[src/rtl/noc_route_select.sv]
// rtl/noc_route_select.sv - header/body route-bit extraction feeding a 2-entry {sel, flit} output FIFO
// Optional ROUTE_HDR_ROTATE_EN: rotate header payload right by one so the next tree level reads the same bit index.
module noc_route_select #(
    parameter int ADDR_BIT = 0,
    parameter int CNT_W    = 16
) (
    input  logic             CLK,
    input  logic             RESET,
    input  logic [8:0]       in_data,
    input  logic             in_valid,
    output logic             in_ready,
    output logic [8:0]       out_data,
    output logic             out_sel,
    output logic             out_valid,
    input  logic             out_ready,
    output logic [CNT_W-1:0] pkt_count
);

    typedef enum logic {HEAD = 1'b0, BODY = 1'b1} state_t;

    state_t           state_q, state_d;
    logic             sel_q, sel_d;
    logic [CNT_W-1:0] cnt_q;
    logic [9:0]       mem_q [2];
    logic             wr_ptr_q, rd_ptr_q;
    logic [1:0]       occ_q;

    logic             push, pop;
    logic             push_sel;
    logic [8:0]       push_data;

    // in_ready depends only on registered occupancy, never on out_ready
    assign in_ready  = (occ_q != 2'd2);
    assign out_valid = (occ_q != 2'd0);
    assign push      = in_valid && in_ready;
    assign pop       = out_valid && out_ready;
    assign out_sel   = mem_q[rd_ptr_q][9];
    assign out_data  = mem_q[rd_ptr_q][8:0];
    assign pkt_count = cnt_q;

    always_comb begin
        state_d   = state_q;
        sel_d     = sel_q;
        push_sel  = sel_q;
        push_data = in_data;
        if (push) begin
            case (state_q)
                HEAD: begin
                    // route bit always comes from the unrotated header
                    sel_d    = in_data[ADDR_BIT];
                    push_sel = in_data[ADDR_BIT];
`ifdef ROUTE_HDR_ROTATE_EN
                    push_data = {in_data[8], in_data[0], in_data[7:1]};
`else
                    push_data = in_data;
`endif
                    state_d  = in_data[8] ? HEAD : BODY;
                end
                BODY: begin
                    state_d = in_data[8] ? HEAD : BODY;
                end
                default: state_d = HEAD;
            endcase
        end
    end

    always_ff @(posedge CLK or posedge RESET) begin
        if (RESET) begin
            state_q <= HEAD;
            sel_q   <= 1'b0;
        end else begin
            state_q <= state_d;
            sel_q   <= sel_d;
        end
    end

    always_ff @(posedge CLK or posedge RESET) begin
        if (RESET) begin
            cnt_q <= '0;
        end else if (push && in_data[8] && (cnt_q != {CNT_W{1'b1}})) begin
            cnt_q <= cnt_q + CNT_W'(1);
        end
    end

    always_ff @(posedge CLK or posedge RESET) begin
        if (RESET) begin
            mem_q[0] <= '0;
            mem_q[1] <= '0;
            wr_ptr_q <= 1'b0;
            rd_ptr_q <= 1'b0;
            occ_q    <= 2'd0;
        end else begin
            if (push) begin
                mem_q[wr_ptr_q] <= {push_sel, push_data};
                wr_ptr_q        <= ~wr_ptr_q;
            end
            if (pop) begin
                rd_ptr_q <= ~rd_ptr_q;
            end
            case ({push, pop})
                2'b10:   occ_q <= occ_q + 2'd1;
                2'b01:   occ_q <= occ_q - 2'd1;
                default: occ_q <= occ_q;
            endcase
        end
    end

endmodule

[config.mk]
export PLATFORM = sky130hd
export DESIGN_NAME = noc_route_select
export DESIGN_NICKNAME = d
export VERILOG_FILES = /design/src/rtl/noc_route_select.sv
export SDC_FILE = /design/constraint.sdc
export NUM_CORES = 1
export LEC_CHECK = 0
export BUFFER_PORTS_ARGS = -buffer_cell sky130_fd_sc_hd__buf_2
export CAP_MARGIN = 20
export CORE_ASPECT_RATIO = 1.25
export CORE_MARGIN = 2
export CORE_UTILIZATION = 53
export CTS_CLUSTER_DIAMETER = 40
export DETAILED_ROUTE_END_ITERATION = 8
export GPL_TIMING_DRIVEN = 1
export PLACE_DENSITY = 0.76
export SYNTH_ARGS = -nofsm -noshare
export SYNTH_HDL_FRONTEND = slang
export SYNTH_SLANG_ARGS = --single-unit
export TNS_END_PERCENT = 100
[constraint.sdc]
create_clock -name CLK -period 1.9 [get_ports CLK]
set_input_delay 0.19 -clock CLK [delete_from_list [all_inputs] [get_ports CLK]]
set_output_delay 0.19 -clock CLK [all_outputs]
set_load 0.005 [all_outputs]
==> summary.txt <==
Layout
  • Final #Nets: 215
  • Area grow syn2layout: 20.6%
  • Design Area, Final: 2350 um^2
  • Layout cells sized above 1: 36.0%
  • Ant. Diodes: 0
  • Fillcell total: 275
  • Post-Layout Cell Count: 239

Setup path
  • Critical Path AT: 1940 ps
  • CP required: 2070 ps
  • CP Launch Type: flop
  • Critical path peak fanout: 7
  • Crit end category: flop
  • Setup CP Type: flop to flop

Timing
  • Slew @ Worst Pin: 519 ps
  • Hold violation total from the final report: 0
  • RSZ-0062 raised after global routing: false
  • Max-slew violations: 0
  • Fmax: 0.563 GHz
  • Relative slew margins: 65.4%
  • Clock skew: 7.61 ps
  • Period utilisation layout: 93.5%
  • Minimum clock period: 1780 ps
  • Setup violators final: 0
  • Final setup TNS: 0 ps

Clocking
  • Clk root buf: clkbuf_8
  • Insertion delay to the later sink of the worst-skew pair: 290 ps
  • Worst-path clk slew: 80 ps
  • Cts bufs inserted: 5
  • Sink Count: 42
  • CTS tree: yes
  • H-tree depth: 2
  • CTS max path bufs: 2

Synth
  • Synth area leader: dfrtp_1
  • Top cells by area, synth: dfrtp_1 54%, mux2_1 11%, mux2_2 7.5%, xor2_1 6.3%, xnor2_1 2.7%
  • Syn Nets: 166
  • Yosys reg bits: 42
  • Synthesis Warnings: 0
  • Sequential area share after synthesis: 54.0%
  • Synth top area share: 54.0%
  • Mapped Avg Cell Area: 12.9 um^2
  • Netlist cell types: 30
  • Mapped Area: 1950 um^2
  • Post-Syn Instances: 151

Detailed routing
  • Total number of vias: 1,386
  • Vias per cell: 5.80
  • Detailed Route WL: 3.89 mm
  • Routed len/inst: 16.3 um
  • Initial DRC Count: 31
  • First-pass DRT Iterations: 4
  • Post-route ant nets: 0
  • Drc violations: 0

Placement
  • Hpwl dp: 2.82 mm
  • Port Buffers: 40
  • Routability cong.: 0.942
  • Placed inst area: 2210 um^2
  • Dpl cells: 230

Power
  • Worst VDD drop: 0.00102 V
  • P_leak: 1.12 nW
  • Pwr Total: 3.34 mW
  • PwrDens: 1420 nW/um^2

Worst hold path
  • HP Class: primary input to asynchronous set/reset pin

Global routing
  • First-pass GRT wire length: 6.51 mm
  • Overall Global Routing Usage: 20.6%
  • Number of global-route vias before repair: 1,466
  • Largest net degree at the start of global routing: 43
  • Grt ovf: 0
  • Initial antenna violation count: 0

Floorplan
  • Die width: 58.2 um
  • Chip height: 71.7 um
  • Core area: 3510 um^2
  • Ports: 41
  • Row count: 24
  • Starting Density: 55.4%
  • Die area: 4170 um^2

Flow run
  • Max-cap violations: 0

Status
  • Status: completed
==> critical path, cell delays in order (launching register included) <==
cell and delay [ps]:
dfrtp_1 410, nand2b_1 300, nand3_1 300, a21oi_1 300, mux2_1 360
==> stage by stage <==
stage                     hold slack (ps)  utilization [%]  setup WS (ps)
after CTS                            38.3             66.0           72.9
after global routing                 79.6             66.8           1.69
final                                14.3             66.8            124
after global placement                334             62.8            191
after floorplan                       285                -            260
after detailed placement              359             62.8            106
==> metal layers <==
layer,vias up,part of all wire [%],GRT usage (%)
met1,694,38,24.0
li1,638,-,-
met2,45,55,35.7
met3,9,4.5,5.23
met5,-,0,0
met4,0,2.0,8.27
==> final timing paths <==
| check | from | to | slack [ps] | depth (start not counted) |
|---|---|---|---|---|
| worst max-delay path | occ_q[0]$_DFFE_PP0P_ | pkt_count[1]$_DFFE_PP0P_ | 120 | 4 |
| worst min-delay path | RESET | mem_q[11]$_DFFE_PP0P_ | 10 | 3 |
| min in group CLK | in_data[4] | mem_q[14]$_DFFE_PP0P_ | 130 | 2 |
| worst min register to register | mem_q[12]$_DFFE_PP0P_ | mem_q[12]$_DFFE_PP0P_ | 490 | 1 |
| worst max register to register | occ_q[0]$_DFFE_PP0P_ | pkt_count[1]$_DFFE_PP0P_ | 120 | 4 |
| max in group asynchronous | RESET | pkt_count[5]$_DFFE_PP0P_ | 1520 | 3 |
==> power breakdown <==
part | internal [mW] | total, mW | switching (mW)
clock | 0.420 | 0.704 | 0.284
sequential | 1.24 | 1.52 | 0.280
combinational | 0.647 | 1.11 | 0.465
total | 2.31 | 3.34 | 1.03
==> synthesized netlist by cell type <==
library cell and number:
a2111oi_4 1, a211oi_1 3, a21oi_1 1, a311oi_1 2, a31oi_1 1, and2_1 1, and3_1 2, and4_1 1
buf_2 3, clkbuf_1 1, dfrtp_1 42, ha_1 2, inv_1 5, mux2_1 19, mux2_2 13, nand2_1 6
nand2b_1 1, nand3_1 4, nand3b_1 1, nand4_1 6, nor2_1 4, nor2_4 1, nor3_1 3, nor4_1 3
o21ai_1 1, o31ai_1 1, or2_1 2, or4_4 1, xnor2_1 6, xor2_1 14
==> sequential cells by signal (all words and copies together), names as in the netlist <==
signal / cells
pkt_count: 16
wr_ptr_q: 1
sel_q: 1
mem_q: 20
occ_q: 2
state_q: 1
rd_ptr_q: 1
==> cell families after synthesis <==
group	Yosys count	share of synthesized area [%]
xor+xnor	20	9.00
simple gates	36	10.5
buf+inv	9	1.93
fa+ha+maj	2	1.29
mux	32	18.5
flops	42	54.0
compound gates	10	4.69
==> layout make-up <==
class	count	area (um^2)	area share [%]
Clock buffer	6	82.6	3.52
Multi-Input combinational cell	100	871	37.1
Clock inverter	1	30.0	1.28
Inverter	5	18.8	0.800
Tap cell	39	48.8	2.08
Timing Repair Buffer	46	245	10.4
Sequential cell	42	1050	44.8
==> placed cells by master, fill, tap and decap left out, types with 2 or more instances in the layout <==
cell,n
clkbuf_8,6
dfrtp_1,42
mux2_1,19
mux2_2,13
a211oi_1,3
xor2_1,14
a311oi_1,2
nand4_1,6
or2_1,2
and3_1,2
buf_2,40
xnor2_1,6
nand3_1,4
inv_1,5
ha_1,2
nand2_1,6
nor2_1,3
nor4_1,2
nor3_1,3
buf_4,6
==> timing repair <==
item,4_1_cts,5_1_grt
hold buffers,0,0
buffers inserted,0,2
endpoints found under the setup margin,0,2
resized for setup,0,3
Note: power is estimated with default switching activity, not from simulation.
